### config.mk
export PLATFORM = sky130hd
export DESIGN_NAME = uart_receiver
export DESIGN_NICKNAME = d
export VERILOG_FILES = /design/src/rtl/uart_pkg.sv /design/src/rtl/uart_rx_sync.sv /design/src/rtl/uart_receiver.sv
export SDC_FILE = /design/constraint.sdc
export NUM_CORES = 1
export LEC_CHECK = 0
export CORE_ASPECT_RATIO = 1.2
export CORE_MARGIN = 2
export CORE_UTILIZATION = 33
export DETAILED_ROUTE_END_ITERATION = 10
export HOLD_SLACK_MARGIN = 0.02
export MAX_ROUTING_LAYER = met4
export PLACE_DENSITY = 0.5
export SLEW_MARGIN = 20
export SYNTH_ARGS = -nofsm -noshare
export SYNTH_HDL_FRONTEND = slang
export SYNTH_SLANG_ARGS = --single-unit
### constraint.sdc
create_clock -name clk -period 2.9 [get_ports clk]
set_input_delay 0.58 -clock clk [delete_from_list [all_inputs] [get_ports clk]]
set_output_delay 0.58 -clock clk [all_outputs]
set_load 0.005 [all_outputs]
### src/rtl/uart_pkg.sv
// Shared UART definitions: frame-state encoding, data width and bit-time helper.
// Intended for both uart_receiver and uart_transmitter.
package uart_pkg;

  localparam int DATA_BITS = 8;
  localparam int COUNT_W   = 16;

  typedef enum logic [2:0] {
    IDLE,
    START,
    DATA,
    PARITY,
    STOP,
    BREAK
  } uart_state_t;

  function automatic int bit_time(input int clock_freq, input int baud_rate);
    return clock_freq / baud_rate;
  endfunction

endpackage

### src/rtl/uart_rx_sync.sv
// Two-flop synchroniser for the asynchronous rx line; resets to the idle (high) level.
module uart_rx_sync (
  input  logic clk,
  input  logic rst,
  input  logic rx,
  output logic rx_s
);

  logic [1:0] sync_q;

  // NOTE: flops use non-blocking assignments so every stage samples the pre-edge value.
  always_ff @(posedge clk or posedge rst) begin
    if (rst) sync_q <= 2'b11;
    else     sync_q <= {sync_q[0], rx};
  end

  assign rx_s = sync_q[1];

endmodule

### src/rtl/uart_receiver.sv
// UART receive stage: 8N1 mid-bit sampling, valid/ready holding register, framing/overrun flags.
// Define UART_RX_PARITY_EN for an 8E1 frame with a parity check.
module uart_receiver
  import uart_pkg::*;
#(
  parameter int CLOCK_FREQ = 50000000,
  parameter int BAUD_RATE  = 9600
) (
  input  logic       clk,
  input  logic       rst,
  input  logic       rx,
  output logic [7:0] data_out,
  output logic       data_valid,
  input  logic       data_ready,
  output logic       framing_error,
  output logic       overrun_error,
  output logic       parity_error
);

  localparam int BIT_TIME = bit_time(CLOCK_FREQ, BAUD_RATE);
  localparam int HALF_BIT = BIT_TIME / 2;
  localparam logic [COUNT_W-1:0] BIT_LAST  = COUNT_W'(BIT_TIME - 1);
  localparam logic [COUNT_W-1:0] HALF_LAST = COUNT_W'(HALF_BIT - 1);

  logic               rx_s;
  uart_state_t        state, state_next;
  logic [COUNT_W-1:0] clock_count;
  logic [2:0]         bit_index;
  logic [7:0]         shift_reg;
  logic               count_clr, sample_data, deliver, frame_err;
  logic               bit_done, half_done;

  uart_rx_sync u_sync (
    .clk  (clk),
    .rst  (rst),
    .rx   (rx),
    .rx_s (rx_s)
  );

  assign bit_done  = (clock_count == BIT_LAST);
  assign half_done = (clock_count == HALF_LAST);

`ifdef UART_RX_PARITY_EN
  logic sample_parity, parity_err, parity_bad;
`endif

  always_ff @(posedge clk or posedge rst) begin
    if (rst) state <= IDLE;
    else     state <= state_next;
  end

  // NOTE: every output of this block gets a default first, so no path can infer a latch.
  always_comb begin
    state_next  = state;
    count_clr   = 1'b0;
    sample_data = 1'b0;
    deliver     = 1'b0;
    frame_err   = 1'b0;
`ifdef UART_RX_PARITY_EN
    sample_parity = 1'b0;
    parity_err    = 1'b0;
`endif
    case (state)
      IDLE: begin
        count_clr = 1'b1;
        if (!rx_s) state_next = START;
      end
      START: begin
        if (half_done) begin
          count_clr  = 1'b1;
          state_next = rx_s ? IDLE : DATA;   // high at mid start bit is a glitch
        end
      end
      DATA: begin
        if (bit_done) begin
          count_clr   = 1'b1;
          sample_data = 1'b1;
          if (bit_index == 3'(DATA_BITS - 1)) begin
`ifdef UART_RX_PARITY_EN
            state_next = PARITY;
`else
            state_next = STOP;
`endif
          end
        end
      end
`ifdef UART_RX_PARITY_EN
      PARITY: begin
        if (bit_done) begin
          count_clr     = 1'b1;
          sample_parity = 1'b1;
          state_next    = STOP;
        end
      end
`endif
      STOP: begin
        if (bit_done) begin
          count_clr = 1'b1;
          if (rx_s) begin
            state_next = IDLE;
`ifdef UART_RX_PARITY_EN
            if (parity_bad) parity_err = 1'b1;
            else            deliver    = 1'b1;
`else
            deliver = 1'b1;
`endif
          end else begin
            frame_err  = 1'b1;
            state_next = BREAK;
          end
        end
      end
      BREAK: begin
        count_clr = 1'b1;
        if (rx_s) state_next = IDLE;   // a held-low line must not look like a new start bit
      end
      default: begin
        count_clr  = 1'b1;
        state_next = IDLE;
      end
    endcase
  end

  always_ff @(posedge clk or posedge rst) begin
    if (rst) begin
      clock_count <= '0;
      bit_index   <= '0;
      shift_reg   <= '0;
    end else begin
      clock_count <= count_clr ? '0 : clock_count + COUNT_W'(1);
      if (sample_data) begin
        shift_reg <= {rx_s, shift_reg[7:1]};
        bit_index <= bit_index + 3'd1;
      end else if (state != DATA) begin
        bit_index <= '0;
      end
    end
  end

  always_ff @(posedge clk or posedge rst) begin
    if (rst) begin
      data_out      <= '0;
      data_valid    <= 1'b0;
      framing_error <= 1'b0;
      overrun_error <= 1'b0;
    end else begin
      framing_error <= frame_err;
      overrun_error <= deliver && data_valid && !data_ready;
      if (deliver) begin
        data_out   <= shift_reg;
        data_valid <= 1'b1;
      end else if (data_valid && data_ready) begin
        data_valid <= 1'b0;
      end
    end
  end

`ifdef UART_RX_PARITY_EN
  // Even parity: the data bits plus the parity bit must XOR to zero.
  always_ff @(posedge clk or posedge rst) begin
    if (rst) begin
      parity_bad   <= 1'b0;
      parity_error <= 1'b0;
    end else begin
      if (sample_parity) parity_bad <= ^{shift_reg, rx_s};
      parity_error <= parity_err;
    end
  end
`else
  assign parity_error = 1'b0;
`endif

endmodule

Yosys cells after proc, flatten, opt, wreduce, memory -nomap -nowiden. Cells that the tools add are included. W data, S select, Z words.

Register bits after elaboration: 43. Bits of input ports: 4. Output and inout bits: 12. Word-level logic and storage cells: 58.

$add $sub $neg: 2. Eq/ne operators: 14. Multiplexer cells: 24. Reduce and logical (&&, ||, !) cells: 9.

Operators by type and width (number): $mux W3 (9); $add A16 B1 Y16 const B (1); $eq A16 B12 Y1 const B (1); $eq A16 B13 Y1 const B (1); $mux W16 (1); $pmux W3 S5 (1); $mux W1 (11); $ne A2 B2 Y1 const B (5); $eq A3 B3 Y1 const B (3); $reduce_and A6 Y1 (1); $reduce_bool A2 Y1 (2); $add A3 B1 Y3 const B (1); $eq A3 B1 Y1 const B (1); $eq A3 B2 Y1 const B (1); $logic_and A1 B1 Y1 (3); $logic_not A3 Y1 (1); $ne A3 B2 Y1 const B (1); $mux W2 (1); $ne A2 B1 Y1 const B (1); $pmux W1 S2 (1); $reduce_or A2 Y1 (1); $logic_not A1 Y1 (1).

Depth between registers and ports, before layout.
Depth after elaboration: 5. Depth in mapped cells: 7. Depth with buffers taken out: 5.

Hierarchy. From an unflattened synthesis, not the netlist that was laid out.

Cell total of the unflattened synthesis: 171. Area, all modules: 2050.7 um2.

By module, submodules not included: uart_receiver (instances 1, cells each 168, area each 1994.4 um2, sequential area each 1026.0 um2); uart_rx_sync (instances 1, cells each 3, area each 56.3 um2, sequential area each 52.6 um2).

Worst setup path before layout. OpenSTA, ideal clock, no wires.

Kind: register -> register. Start point: register clock_count[0]. End point: register data_out[0]. Setup time: 0.125 ns. Data arrival time: 1.944 ns. Data required time: 2.775 ns. Slack: 0.830 ns. Cell stages (with the launch flop): 7. Path buffers: 1. Clock period less this slack: 2.070 ns. Cells stage by stage: dfrtp_1 > ha_1 > and4b_1 > nand4_4 > or4_4 > buf_6 > mux2_4.

Longest elaborated chain between the ends: 3.

RTL lines: start: declaration (RTL line uart_receiver.sv:27) `logic [COUNT_W-1:0] clock_count;`; start signal: assignment (RTL line uart_receiver.sv:130) `clock_count <= count_clr ? '0 : clock_count + COUNT_W'(1);`; $eq A16 B13 Y1 (RTL line uart_receiver.sv:40) `assign bit_done = (clock_count == BIT_LAST);`; $mux W1 (RTL line uart_receiver.sv:97) `if (bit_done) begin`; $mux W1 (RTL line uart_receiver.sv:63) `case (state)`; end signal: assignment (RTL line uart_receiver.sv:150) `data_out <= shift_reg;`; end: declaration (RTL line uart_receiver.sv:12) `output logic [7:0] data_out,`.

No other way between the ends. A chain may end at the register's enable or synchronous reset.

Worst setup path after layout.
Start point: register clock_count[7]. End point: register state[0].

Longest elaborated chain between the ends: 3. Elaborated cells between the ends (all ways): 6. Those cells by class: 5 x eq/ne; 1 x reduce/logical.

RTL lines: $eq A16 B12 Y1 / $eq A16 B13 Y1 (equally long branches) (RTL line uart_receiver.sv:41, uart_receiver.sv:40); $ne A2 B2 Y1 (no source line); $reduce_and A6 Y1 (no source line) *; end signal: assignment (RTL line uart_receiver.sv:49) `else state <= state_next;`; end: declaration (RTL line uart_receiver.sv:26) `uart_state_t state, state_next;`.

Mark *: on every way between the ends. The rest lies on a longest branch, timed or not.

==> metrics.txt <==
post-synthesis sequential area ratio=51.5%; syn nets=189; FF-to-FF Start=clock_count[7]; Hold-fix buffers, CTS=0; vias in the first global route=1443; initial antenna violation count=0; RSZ-0062 raised after global routing=false; IO buf count=14; average routed wire per standard cell=14.5 um; Max Root-Sink Buffers=2; Area Overhead vs Synth=13.8%; global-route wire length before repair=6.96 mm; total grt overflow=0; skew final=0.00457 ns; I/O Pins=16; CP startpoint=clock_count[7]; worst hold start=u_sync.sync_q[0]; DR vias/cell=5.10; Routed Antenna Nets=0; Final Max Slew Viols=0; Slew @ Worst Pin=0.573 ns; Post-synth EDFFs=0; row count=31; CP arrival=2.48 ns; Final setup viols=0; clk sink count=43; drt drc=0; clock latency on the worst-skew pair=0.29 ns; min-delay worst type=flip-flop to flip-flop; Hold Violations, Final=0; Mean Syn Cell Area=11.5 um^2; number of distinct library cells after synthesis=44; count of state elements after synthesis=43; Num CTS Buffers=5; Initial Util=34.4%; htree depth=2; YS warnings=0; first drt pass iteration count=4; Die Width=76.7 um; CTS tree=yes; DP Wirelength=2.79 mm; Crit Path Max Fanout=17; FFs w/ async S/R, synth=100%; Mapped Area=2090 um^2; Critical Path RT=3.09 ns; Worst-path clk slew=0.09 ns; post-route setup TNS=0 ns; Root Buffer=clkbuf_8; Post-CTS Setup Bufs=0; Vias=1417; largest net degree at the start of global routing=44; Pleak=1.02 nW; Syn Inst Count=182; startpoint types=flip-flop; core footprint=6090 um^2; max reg flops=16; crit path capture type=flip-flop; GPL Wtd Cong=0.914; Total GRT Usage=12.6%; Slew headroom=61.7%; Power Density=426 nW/um^2; Max-Cap Viols=0; # diodes=0; Iter 0 DRT Violations=90; worst setup path category=flip-flop to flip-flop; Final min period=2.29 ns; Primary FF master, synth=dfrtp_1; outcome=finished clean; Worst VDD drop=224 uV; layout cells sized above 1=18.4%; Post-CTS Resized=0; final wirelength=4.03 mm; Peak Freq=0.437 GHz; Final #Nets=202; die area=7000 um^2; Tcrit/Tclk final=78.8%; height of the die=91.3 um; final core utilization=39.1%
## Yosys cell counts (4+ instances only)
cell	number	area [um^2]
mux2_2	8	90.1
nand3_1	6	30.0
nor4_1	5	31.3
inv_1	6	22.5
xor2_1	6	52.6
or3_1	4	25.0
nand4_1	5	31.3
nor3_1	5	25.0
dfrtp_1	41	1030
nand2_1	12	45.0
a21oi_1	13	65.1
mux2_4	8	120
xnor2_1	6	52.6
buf_2	4	20.0
nor2_1	9	33.8
## logic make-up (layout without fill, tap and decap cells)
kind of cell             count (synthesis)  after routing  share of synthesized area [%]
multiplexers                            18             18                           11.0
other                                    1              1                          0.179
XOR/XNOR                                12             12                           5.02
flip-flops                              43             43                           51.5
AND/OR/NAND/NOR                         67             67                           20.3
buffers and inverters                   15             29                           3.64
AO/OA/AOI/OAI                           23             23                           6.57
adder cells (fa/ha/maj)                  3              3                           1.79
## power breakdown
group	switching, mW	total (mW)	internal (mW)
Sequential	0.00148	0.603	0.602
Combinational	0.0128	0.0177	0.00489
Clock	0.223	0.395	0.172
Total	0.237	1.02	0.779
## per-stage QoR
step	std cells	setup WS, ns	area, um^2	total power [mW]	hold slack [ns]
finish	278	0.613	2380	1.02	0.361
global route	278	0.393	2380	1.07	0.367
CTS	278	0.596	2380	1.03	0.363
detailed placement	270	0.614	2290	0.634	0.349
global placement	270	0.686	2290	0.633	0.348
floorplan	182	0.830	2090	0.625	0.345
## final timing paths
kind                                    endpoint  slack [ns]  cells after the start
worst max-delay path                    state[0]        0.61                      4
worst min-delay path            u_sync.sync_q[1]        0.36                      0
worst max register to register          state[0]        0.61                      4
worst min register to register  u_sync.sync_q[1]        0.36                      0
max in group asynchronous        clock_count[14]        1.81                      3
min in group asynchronous            data_out[7]        0.72                      3
## area by class of cell
cell class,instances,area [um^2]
fillers,590,3710
flip-flops and latches,43,1080
multi-input cells,124,940
repair buffers,15,148
well taps,82,103
clock buffers,5,68.8
clock inverters,3,23.8
inverters,6,22.5
## worst max-delay path, stage by stage (launching register included)
cell	delay (ns)
dfrtp_1	0.47
or4_1	0.54
nor4_1	0.37
or3b_1	0.53
a21bo_2	0.28
## layout by cell type, fill, tap and decap left out, types with 2 or more instances in the layout
cell type,count
a21oi_1,13
a22oi_1,3
and4_1,2
clkbuf_8,5
clkdlybuf4s50_1,14
clkinvlp_4,2
dfrtp_1,41
dfstp_2,2
ha_1,3
inv_1,6
mux2_2,8
mux2_4,8
mux2i_1,2
nand2_1,12
nand2b_1,3
nand3_1,6
nand4_1,5
nor2_1,9
nor3_1,5
nor4_1,5
o21ai_0,3
or3_1,4
or4_1,3
xnor2_1,6
xor2_1,6
## per-layer routing
layer  part of all wire [%]  up-vias  wire length, um  GRT usage [%]
met4                   0.84        0               34           4.39
met1                     46      708             1860           15.4
met3                    3.0        4              122           3.48
met5                      0        -                0              -
li1                       -      679                -              -
met2                     50       26             2010           20.1
Power figures use the tool's default switching activity.
==> variant, RTL diff (same flow settings) <==
The parameter `CLOCK_FREQ` goes from 50000000 to 33554432.
--- a/src/rtl/uart_receiver.sv
+++ b/src/rtl/uart_receiver.sv
@@ -5,3 +5,3 @@
 #(
-  parameter int CLOCK_FREQ = 50000000,
+  parameter int CLOCK_FREQ = 33554432,
   parameter int BAUD_RATE  = 9600
Behaviour: no difference found for any inputs over 10 cycles, from zero or initial values and one cycle with rst high; that may be too few to reach the edited logic, so the function may still have changed.
==> variant against the original RTL <==
Power grew 8.3%. Synthesized area fell by 7.3%. Setup slack better by 0.057 ns. Via count down 10%. Sequential cell count unchanged. Clock skew hardly changed. Cell area is 3.4% lower. Combinational power rose by 5%. First-iteration DRC count fell by 44%. Wire length fell by 12%. Largest cell class unchanged.
==> variant: results (changes against the original RTL) <==
** Critical path
- Slowest cell on the critical path :: sky130_fd_sc_hd__or4b_2
- Length in cells of the worst reg-to-reg path :: 5 (+1)
- Data arrival time of the critical path :: 2.41 ns (-0.07 ns)
- The maximum fanout along the worst path came to 16 (-1).
- The register-to-register setup slack came to 0.67 ns (+0.06 ns).
- The critical path's largest stage delay was 0.68 ns (+0.14 ns).

** Final layout
- Area fraction of clock buffers and clock inverters :: 0.05109 (+0.01224)
- The multi-input combinational cell count is 112 (-9.7%).
- The number of non-clock inverters in the layout was 5 (-1).
- Buffers outside the clock class :: 17 (+2)
- Ratio of cells with drive above 1 in the final layout :: 0.1892 (+0.005516)
- The layout buffering overhead excluding clock cells came to 0.07065 (+0.008710).
- Fill cell total of the finished layout :: 534 (-9.5%)
- Nets :: 192 (-5.0%)
- Number of clock buffers in the layout :: 6 (+1)

** Routing
- The number of DRC violations after detailed-routing iteration 0 is 50 (-44%).
- The routed wire length is 3.565 mm (-12%).
- The total number of vias is 1272 (-10%).

** Logic synthesis
- Unique masters post-synth :: 39 (-11%)
- Post-Synthesis Net Count :: 171 (-9.5%)
- Top area cells in the synthesized netlist :: sky130_fd_sc_hd__dfrtp_1, sky130_fd_sc_hd__mux2_2, sky130_fd_sc_hd__nor2_1
- Register area share after synthesis :: 0.5558 (+0.04084)
- Ranking of synthesized cells by instance count :: sky130_fd_sc_hd__dfrtp_1, sky130_fd_sc_hd__nor2_1, sky130_fd_sc_hd__mux2_2

** Global route
- The combined global-route utilization of all metal layers was 0.1295 (+0.003419).
- The initial antenna violation count was 0 (unchanged).
- Global-route wire length before repair :: 6.189 mm (-11%)
- Number of global-route vias before repair :: 1357 (-6.0%)

** Timing
- Rel. slew slack :: 0.5902 (-0.02653)
- Worst-case clock skew :: 0.005009 ns (+0.0004402 ns)
- The worst hold-check slack was 0.3580 ns (-0.003398 ns).

** Power and ir drop
- The reported leakage power came to 1.030 nW (+0.59%).

** Floorplanning
- Well-Tap Cells :: 80 (-2.4%)

** Run status
- Run status :: completed

** Placement
- The routability-driven placement congestion ratio came to 0.8373 (-8.3%).
-- variant: through the flow --
| stage | setup slack [ns] | std cells | util |
|---|---|---|---|
| after floorplan | 0.6711 | 163 | - |
| after global placement | 0.7420 | 257 | 0.3854 |
| after detailed placement | 0.6710 | 257 | 0.3854 |
| after CTS | 0.6563 | 265 | 0.4062 |
| after global routing | 0.5707 | 265 | 0.4062 |
| final | 0.6702 | 265 | 0.4062 |
-- variant: how the worst max path moves through the flow --
stage | slack (ns) | end | cells after the start | from
after floorplan | 0.67 | data_out[0] | 4 | clock_count[3]
after global placement | 0.74 | clock_count[4] | 5 | clock_count[5]
after detailed placement | 0.67 | clock_count[8] | 5 | clock_count[5]
after CTS | 0.66 | clock_count[10] | 5 | clock_count[5]
after global routing | 0.57 | clock_count[13] | 5 | clock_count[5]
final | 0.67 | clock_count[10] | 5 | clock_count[5]
-- variant: kinds of logic (layout without fill, tap and decap cells) --
| group | count (synthesis) | after routing | share of synthesized area |
|---|---|---|---|
| buffers and inverters | 8 | 30 | 0.01934 |
| and+or+nand+nor | 63 | 63 | 0.1979 |
| adders and majority gates | 4 | 4 | 0.02579 |
| other | 1 | 1 | 0.001932 |
| muxes | 18 | 18 | 0.1032 |
| AOI/OAI and AO/OA | 15 | 15 | 0.04642 |
| xor gates and xnor gates | 11 | 11 | 0.04965 |
| DFF | 43 | 43 | 0.5558 |
-- variant: per-layer routing --
metal / up-vias / global-route usage / routed length [µm]
met4: 0 / 0.04959 / 65
met2: 24 / 0.2159 / 1844
met3: 5 / 0.03682 / 136
met5: - / - / 0
li1: 617 / - / -
met1: 626 / 0.1459 / 1519
-- variant: report_power, final --
group / switching, mW / total, mW / internal, mW
registers: 0.00192 / 0.603 / 0.602
clock network: 0.200 / 0.479 / 0.279
logic: 0.0130 / 0.0186 / 0.00559
